**src/rtl/param_seq_detector_pkg.sv**
```systemverilog
// Shared types and helpers for the programmable sequence detector.
// Optional registered match output is selected with SEQDET_REG_OUT_EN.
package seq_det_pkg;

  typedef enum logic [1:0] {
    IDLE  = 2'd0,
    FILL  = 2'd1,
    ARMED = 2'd2
  } state_e;

  // Low 'len' bits set; lengths of 32 or more give an all-ones mask.
  function automatic logic [31:0] len_mask(input logic [31:0] len);
    if (len >= 32'd32) return '1;
    return (32'd1 << len) - 32'd1;
  endfunction

endpackage

```
**src/rtl/param_seq_detector_if.sv**
```systemverilog
// Config, serial data and status bundle between a bit producer and the detector.
interface param_seq_detector_if #(
  parameter int MAX_LEN = 8,
  parameter int LEN_W   = $clog2(MAX_LEN + 1),
  parameter int CNT_W   = 8
);
  logic               cfg_load;
  logic [MAX_LEN-1:0] cfg_pattern;
  logic [LEN_W-1:0]   cfg_len;
  logic               cfg_overlap;
  logic               din_valid;
  logic               din;
  logic               match;
  logic [CNT_W-1:0]   match_count;
  logic               cfg_err;
  logic               armed;

  modport master (
    output cfg_load, cfg_pattern, cfg_len, cfg_overlap, din_valid, din,
    input  match, match_count, cfg_err, armed
  );

  modport slave (
    input  cfg_load, cfg_pattern, cfg_len, cfg_overlap, din_valid, din,
    output match, match_count, cfg_err, armed
  );
endinterface

```
**src/rtl/param_seq_detector_cmp.sv**
```systemverilog
// Masked comparator: hit when the low len_i bits of cand_i equal those of pattern_i.
module seq_det_cmp
  import seq_det_pkg::*;
#(
  parameter int W  = 8,
  parameter int LW = 4
) (
  input  logic [W-1:0]  cand_i,
  input  logic [W-1:0]  pattern_i,
  input  logic [LW-1:0] len_i,
  output logic          hit_o
);
  logic [31:0] mask;

  always_comb mask = len_mask(32'(len_i));

  assign hit_o = (((32'(cand_i) ^ 32'(pattern_i)) & mask) == 32'd0);
endmodule

```
**src/rtl/param_seq_detector.sv**
```systemverilog
// Runtime-programmable serial sequence detector with overlap control and saturating match count.
// Define SEQDET_REG_OUT_EN to register match one cycle after the completing bit.
module param_seq_detector
  import seq_det_pkg::*;
#(
  parameter int MAX_LEN = 8,
  parameter int LEN_W   = $clog2(MAX_LEN + 1),
  parameter int CNT_W   = 8
) (
  input logic                 clk,
  input logic                 reset,
  param_seq_detector_if.slave bus
);
  localparam logic [LEN_W-1:0] MAXL = LEN_W'(MAX_LEN);
  localparam logic [LEN_W-1:0] ONE  = LEN_W'(1);

  state_e             state_q;
  logic [MAX_LEN-2:0] hist_q;
  logic [LEN_W-1:0]   fill_q;
  logic [LEN_W-1:0]   len_q;
  logic [MAX_LEN-1:0] pat_q;
  logic               ovl_q;
  logic               err_q;
  logic [CNT_W-1:0]   cnt_q;
`ifdef SEQDET_REG_OUT_EN
  logic               match_q;
`endif

  logic [MAX_LEN-1:0] cand_d;
  logic [LEN_W-1:0]   fill_d;
  logic               sample;
  logic               cmp_hit;
  logic               hit;
  logic               cfg_bad;

  assign cand_d  = {hist_q, bus.din};
  assign fill_d  = (fill_q == MAXL) ? fill_q : fill_q + ONE;
  assign sample  = bus.din_valid && !bus.cfg_load && (state_q != IDLE);
  assign hit     = sample && (state_q == ARMED) && cmp_hit;
  assign cfg_bad = (bus.cfg_len == '0) || (bus.cfg_len > MAXL);

  seq_det_cmp #(.W(MAX_LEN), .LW(LEN_W)) u_cmp (
    .cand_i    (cand_d),
    .pattern_i (pat_q),
    .len_i     (len_q),
    .hit_o     (cmp_hit)
  );

  always_ff @(posedge clk or posedge reset) begin
    if (reset) begin
      state_q <= IDLE;
      hist_q  <= '0;
      fill_q  <= '0;
      len_q   <= '0;
      pat_q   <= '0;
      ovl_q   <= 1'b0;
      err_q   <= 1'b0;
      cnt_q   <= '0;
`ifdef SEQDET_REG_OUT_EN
      match_q <= 1'b0;
`endif
    end else if (bus.cfg_load) begin
      // A new config always restarts the search; a coincident data bit is dropped.
      pat_q   <= bus.cfg_pattern;
      len_q   <= bus.cfg_len;
      ovl_q   <= bus.cfg_overlap;
      hist_q  <= '0;
      fill_q  <= '0;
      cnt_q   <= '0;
      err_q   <= cfg_bad;
`ifdef SEQDET_REG_OUT_EN
      match_q <= 1'b0;
`endif
      if (cfg_bad)                  state_q <= IDLE;
      else if (bus.cfg_len == ONE)  state_q <= ARMED;
      else                          state_q <= FILL;
    end else begin
`ifdef SEQDET_REG_OUT_EN
      match_q <= hit;
`endif
      if (sample) begin
        if (hit && (cnt_q != '1)) cnt_q <= cnt_q + CNT_W'(1);
        if (hit && !ovl_q) begin
          hist_q  <= '0;
          fill_q  <= '0;
          state_q <= (len_q == ONE) ? ARMED : FILL;
        end else begin
          hist_q <= cand_d[MAX_LEN-2:0];
          fill_q <= fill_d;
          if (fill_d >= len_q - ONE) state_q <= ARMED;
        end
      end
    end
  end

`ifdef SEQDET_REG_OUT_EN
  assign bus.match = match_q;
`else
  assign bus.match = hit;
`endif
  assign bus.match_count = cnt_q;
  assign bus.cfg_err     = err_q;
  assign bus.armed       = (state_q == ARMED);
endmodule

```
**src/flat_wrapper.sv**
```systemverilog
// flat-port wrapper written by rule: the top's interface ports become plain ports
module param_seq_detector_flat import seq_det_pkg::*;
#(
  parameter int MAX_LEN = 8,
  parameter int LEN_W   = $clog2(MAX_LEN + 1),
  parameter int CNT_W   = 8
)
  (clk, reset, bus_cfg_load, bus_cfg_pattern, bus_cfg_len, bus_cfg_overlap, bus_din_valid, bus_din, bus_match, bus_match_count, bus_cfg_err, bus_armed);
  param_seq_detector_if #(.MAX_LEN(MAX_LEN), .LEN_W(LEN_W), .CNT_W(CNT_W)) bus_i ();
  input logic clk;
  input logic reset;
  input wire logic [$bits(bus_i.cfg_load)-1:0] bus_cfg_load;
  input wire logic [$bits(bus_i.cfg_pattern)-1:0] bus_cfg_pattern;
  input wire logic [$bits(bus_i.cfg_len)-1:0] bus_cfg_len;
  input wire logic [$bits(bus_i.cfg_overlap)-1:0] bus_cfg_overlap;
  input wire logic [$bits(bus_i.din_valid)-1:0] bus_din_valid;
  input wire logic [$bits(bus_i.din)-1:0] bus_din;
  output wire logic [$bits(bus_i.match)-1:0] bus_match;
  output wire logic [$bits(bus_i.match_count)-1:0] bus_match_count;
  output wire logic [$bits(bus_i.cfg_err)-1:0] bus_cfg_err;
  output wire logic [$bits(bus_i.armed)-1:0] bus_armed;
  assign bus_i.cfg_load = bus_cfg_load;
  assign bus_i.cfg_pattern = bus_cfg_pattern;
  assign bus_i.cfg_len = bus_cfg_len;
  assign bus_i.cfg_overlap = bus_cfg_overlap;
  assign bus_i.din_valid = bus_din_valid;
  assign bus_i.din = bus_din;
  assign bus_match = bus_i.match;
  assign bus_match_count = bus_i.match_count;
  assign bus_cfg_err = bus_i.cfg_err;
  assign bus_armed = bus_i.armed;
  param_seq_detector #(.MAX_LEN(MAX_LEN), .LEN_W(LEN_W), .CNT_W(CNT_W)) u_core (.clk(clk), .reset(reset), .bus(bus_i));
endmodule
```
**config.mk**
```make
export PLATFORM = sky130hd
export DESIGN_NAME = param_seq_detector_flat
export DESIGN_NICKNAME = d
export VERILOG_FILES = /design/src/rtl/param_seq_detector_pkg.sv /design/src/rtl/param_seq_detector_if.sv /design/src/rtl/param_seq_detector_cmp.sv /design/src/rtl/param_seq_detector.sv /design/src/flat_wrapper.sv
export SDC_FILE = /design/constraint.sdc
export NUM_CORES = 1
export LEC_CHECK = 0
export ABC_AREA = 1
export CORE_MARGIN = 3
export CORE_UTILIZATION = 59
export DETAILED_ROUTE_END_ITERATION = 12
export GPL_TIMING_DRIVEN = 0
export HOLD_SLACK_MARGIN = 0.1
export PLACE_DENSITY = 0.9
export REMOVE_ABC_BUFFERS = 1
export SETUP_SLACK_MARGIN = 0.15
export SLEW_MARGIN = 10
export SYNTH_ARGS = -nofsm -noshare
export SYNTH_HDL_FRONTEND = slang
export SYNTH_SLANG_ARGS = --single-unit
```
**constraint.sdc**
```tcl
create_clock -name clk -period 6.8 [get_ports clk]
set_input_delay 0.68 -clock clk [delete_from_list [all_inputs] [get_ports clk]]
set_output_delay 0.68 -clock clk [all_outputs]
set_load 0.05 [all_outputs]
```
==> results of run 1 <==
-- stage by stage --
| step | area [um^2] | instances | util (%) | setup WS, ns |
|---|---|---|---|---|
| final | 2590 | 350 | 74.8 | 2.78 |
| after global routing | 2590 | 350 | 74.8 | 2.66 |
| after CTS | 2590 | 350 | 74.8 | 2.80 |
| after detailed placement | 2500 | 342 | 72.0 | 2.81 |
| after global placement | 2500 | 342 | 72.0 | 2.82 |
| after floorplan | 2160 | 268 | - | 3.52 |
-- worst max-delay path by stage --
| stage | from | end |
|---|---|---|
| 4_1_cts | bus_cfg_load | bus_match |
| 3_3_place_gp | bus_cfg_load | bus_match |
| 5_1_grt | bus_cfg_load | bus_match |
| 6_report | bus_cfg_load | bus_match |
| 2_1_floorplan | u_core.len_q[0] | bus_match |
| 3_5_place_dp | bus_cfg_load | bus_match |
-- critical path, stage by stage --
cell and delay, ns:
clkdlybuf4s50_1 0.91, nor3_1 0.36, nand2_1 0.08, nor2_1 0.12, nand3_2 0.13, nor3_1 0.21, clkdlybuf4s50_1 0.84
-- routing by layer --
layer  up-vias  wire length (um)  part of all wire, %
li1        952                 -                    -
met1       862              2140                   46
met2        51              2200                   48
met3         6               242                  5.2
met4         0                40                 0.86
met5         -                 0                    0
-- cell usage in the layout, fill, tap and decap left out, drive strengths merged, types with 3 or more instances in the layout --
cell type and instances:
inv 26, o21ai 19, o31ai 3, clkdlybuf4s50 28, ha 13, nand2 82, clkbuf 6, nor2 16
nand4 3, a21oi 5, nor3 4, xor2 14, xnor2 3, nand3 41, dfrtp 35
-- registers in the layout, summed over array words and instances, names as in the netlist --
signal	count
u_core.bus.match_count	8
u_core.pat_q	8
u_core.hist_q	7
u_core.fill_q	4
u_core.len_q	4
u_core.state_q	2
u_core.bus.cfg_err	1
u_core.ovl_q	1
-- power breakdown --
group | switching, W | total, W | leakage (nW) | internal [W]
Clock | 0.0000783 | 0.000161 | 0.0474 | 0.0000826
Combinational | 0.0000744 | 0.000119 | 0.785 | 0.0000449
Sequential | 0.0000128 | 0.000235 | 0.456 | 0.000222
-- layout make-up --
class,count,share of cell area [%]
Tap cell,46,2.22
Inverter,26,3.76
Multi-Input combinational cell,207,45.7
Clock buffer,6,3.18
Sequential cell,35,33.8
Timing Repair Buffer,28,10.8
Clock inverter,2,0.627
-- cells by family (layout without fill, tap and decap cells) --
| group | after synthesis | in the layout | synth area share, % |
|---|---|---|---|
| buffers and inverters | 34 | 62 | 6.37 |
| xor gates and xnor gates | 17 | 17 | 6.77 |
| DFF | 35 | 35 | 39.8 |
| and+or+nand+nor | 147 | 147 | 31.2 |
| adders and majority gates | 13 | 13 | 7.39 |
| AOI/OAI and AO/OA | 30 | 30 | 8.47 |
==> flow_summary.ini, run 1 <==
[status]
status = finished, final reports clean

[setup_path]
r2r_cells = 15
r2r_slack_ns = 4.28
r2r_end = u_core.state_q[1]
reg2reg_from = u_core.len_q[0]
endpoint_kind = output port
cp_max_fo = 26
cp-start-kind = primary input
cp.required_ns = 6.12
critPathArrivalTime_ns = 3.34
worstSetupPathType = in -> out

[synth]
synth.most_common_cell = nand2_1
async_flop_share_pct = 100
ys_seq_area_share_pct = 39.8
synth_top_area_share_pct = 39.8
synthCells = 276
yosysWarnings = 0
avgSynthCellArea_um2 = 7.97
ys_top_cells_by_area = dfrtp_1 (40%), nand2_1 (13%), nand3_1 (8.2%)
yosysTopAreaCell = dfrtp_1
synth_cell_types = 29
ys_ff_latch = 35
synth.top_cells.by_count = nand2_1 (78), nand3_1 (36), dfrtp_1 (35)
syn-cell-area_um2 = 2200
synth_edf_count = 0
synth_ff_type = dfrtp_1

[routing]
vias = 1871
drtAntennaViolNets = 0
wirelength_mm = 4.63
wl_per_cell_um = 13.2
vias_per_cell = 5.35
drc = 0
drt_iter0_markers = 113
drt_first_pass_iters = 4

[die]
die_h_um = 67.1
die-area_um2 = 4500
die_w_um = 67.1
num_io_pins = 29
placementRows = 21
core_area_um2 = 3470
start_util_pct = 63.5

[clocking]
clock_latency_ns = 0.29
hold_buffers = 0
clockRootBuffer = clkbuf_8
cts_sinks = 35
clk_path_buf_depth = 2
clkTransAtPathRegs_ns = 0.07
cts_tree = built
cts.htree.levels = 2
postCtsSetupRepairBufs = 0
cts_buffers = 5
cts_resized = 0

[global_route]
grt_pass1_vias = 1823
met2_usage_pct = 38.0
grt_pass1_wl_mm = 7.92
met3_usage_pct = 7.08
grt_most_used_layer = met2
overflow = 0
grt_max_degree = 36
grtUsageMet1_pct = 30.1
antenna_found_initial = 0
track_usage_pct = 23.5

[timing]
setup_tns_ns = 0
hold_violations = 0
fin_skew_ns = 0.00635
clock.fmax_mhz = 248
maxSlewViolCount = 0
post-route-period-util_pct = 59.2
slew_headroom_pct = 36.2
finalSetupViolCount = 0
rsz0062_at_grt = no
min_period_ns = 4.02
hold_slack_ns = 0.492
worst_pin_slew_ns = 0.954

[power]
leakage_nw = 1.29
vdd_ir_drop_max_v = 0.000162
p_total_w = 0.000515
powerDensity_nw_per_um2 = 198

[placed_design]
gp_congestion = 0.814
port_buffers = 28
dp_hpwl_mm = 3.34

[cells_and_area]
fill_cells = 276
n_antenna_cell = 0
seq_area_um2 = 876
drive_gt1_share_pct = 9.87
multi_input_area_um2 = 1180
nets = 334
syn_to_final_growth_pct = 17.9

[run]
drv_cap = 0

[worst_hold_path]
min_from = u_core.pat_q[7]
hold_end = u_core.pat_q[7]
holdPathStages = 2
hp-class = reg -> reg
Power figures use the tool's default switching activity.
==> run 2: changes to the inputs <==
Settings changed: CORE_UTILIZATION 59 to 50, PLACE_DENSITY 0.9 to 0.81.
Clock period 6.8 ns to 3.35 ns, I/O delays scaled along.
==> run 2 against run 1 <==
Die area is 16% higher. Largest power group unchanged. Critical path depth increased by 4. Critical endpoint unchanged. Flip-flop and latch count did not move.
==> flow_summary.ini, run 2 (synthesis gave the netlist of run 1 again) <==
[timing]
min_period_ns = 2.87
setup_tns_ns = 0
hold_slack_ns = 0.492
maxSlewViolCount = 0
finalSetupViolCount = 0
slew_headroom_pct = 37.5
hold_violations = 0
clock.fmax_mhz = 348
worst_pin_slew_ns = 0.937
post-route-period-util_pct = 85.7
fin_skew_ns = 0.00716
rsz0062_at_grt = no

[routing]
drtAntennaViolNets = 0
vias = 1838
drt_iter0_markers = 81
wl_per_cell_um = 12.9
vias_per_cell = 5.19
wirelength_mm = 4.58
drt_first_pass_iters = 4
drc = 0

[setup_path]
cp-start-kind = register
cp_common_cell = ha_1
r2r_end = u_core.state_q[1]
cp.required_ns = 3.01
critPathTopFamily = simple AND/OR/NAND/NOR gates
critPathArrivalTime_ns = 2.53
cp_max_fo = 6
r2r_slack_ns = 0.78
cpMaxStageDelayCell = dfrtp_1
path_cells = inv_1, ha_1, nand2_4, ha_1, a21oi_1, o21ai_0, nand2_1, nor2_1, nand3_2, nor3_1, clkbuf_2
slowest_delay_ns = 0.40
r2r_cells = 15
endpoint_kind = output port
critPathBufInv = 2
reg2reg_from = u_core.len_q[0]
worstSetupPathType = reg -> out

[clocking]
cts.htree.levels = 2
cts_sinks = 35
clock_latency_ns = 0.29
clockRootBuffer = clkbuf_8
cts_buffers = 5
cts_tree = built
clk_path_buf_depth = 2
clkTransAtPathRegs_ns = 0.07

[cells_and_area]
fin_util_pct = 63.1
nets = 334
syn_to_final_growth_pct = 17.9
fill_cells = 353
layout_commonest_cell = nand2_1
drive_gt1_share_pct = 9.87
n_antenna_cell = 0
final_cell_mix = nand2_1 (78), nand3_1 (36), dfrtp_1 (35)
fin_area_um2 = 2590

[run]
drv_cap = 0

[global_route]
track_usage_pct = 19.3
overflow = 0
grt_pass1_wl_mm = 8.03
grt_max_degree = 36
antenna_found_initial = 0
grt_pass1_vias = 1790

[power]
leakage_nw = 1.30
p_sw_w = 0.000324
pwr-share-comb_pct = 22.6
p_sw_share_pct = 30.8
clkPwrFrac_pct = 32.1
p_int_w = 0.000728
powerDensity_nw_per_um2 = 405
vdd_ir_drop_max_v = 0.000209
power_frac_seq_pct = 45.3

[die]
start_util_pct = 53.5
die_w_um = 72.3
placementRows = 23
die-area_um2 = 5230
num_io_pins = 29
core_area_um2 = 4120
die_h_um = 72.3

[worst_hold_path]
hp-class = in -> async

[placed_design]
dp_hpwl_mm = 3.35
gp_congestion = 0.757
dpl-instance-area_um2 = 2500
port_buffers = 28

[status]
status = finished, final reports clean
-- run 2: cell count changes in the layout (fill, tap and decap cells not counted) --
cell             previous run  this run
clkbuf_1                    0         1
clkinvlp_4                  1         0
clkinv_4                    1         0
dlygate4sd2_1               0         1
clkbuf_2                    0         1
clkdlybuf4s50_1            28        26
clkbuf_8                    6         7
-- run 2: metrics by stage --
stage          std cells  power (W)  setup slack [ns]
2_1_floorplan        268   0.000646             0.413
3_3_place_gp         346   0.000711           -0.0595
3_5_place_dp         346   0.000721           -0.0714
4_1_cts              354    0.00106             0.235
5_1_grt              354    0.00112             0.273
6_report             354    0.00105             0.480
-- run 2: how the worst max path moves through the flow --
stage,start,end,cells after the start
final,u_core.len_q[0],bus_match,11
after global routing,u_core.len_q[0],bus_match,11
after CTS,u_core.len_q[0],bus_match,11
after detailed placement,bus_cfg_load,bus_match,7
after global placement,bus_cfg_load,bus_match,7
after floorplan,u_core.len_q[0],bus_match,10
-- run 2: cell type report --
class	instances	area [um^2]	area share (%)
multi-input combinational	207	1180	45.7
sequential	35	876	33.8
timing repair buffer	28	274	10.6
inverter	26	97.6	3.76
clock buffer	8	100	3.86
tap	50	62.6	2.41
-- run 2: per-layer routing --
layer | wire length [um] | track usage [%] | vias up
met2 | 2230 | 31.3 | 33
met4 | 50 | 5.01 | 0
met5 | 0 | 0 | -
met1 | 2120 | 26.5 | 843
met3 | 181 | 3.46 | 4
li1 | - | - | 958
-- run 2: what timing repair did --
action                     in CTS  in global routing
pin swaps                       0                  0
buffers inserted                0                  0
resized for setup               2                  3
hold endpoints to repair        0                  0
hold buffers                    0                  0
setup endpoints to repair       1                  1
-- run 2: power groups by stage --
stage               clock network (W)  logic (W)  registers [W]
global route                 0.000362   0.000273       0.000482
CTS                          0.000344   0.000239       0.000477
floorplan                           0   0.000163       0.000483
detailed placement                  0   0.000236       0.000485
global placement                    0   0.000228       0.000483
finish                       0.000338   0.000238       0.000477
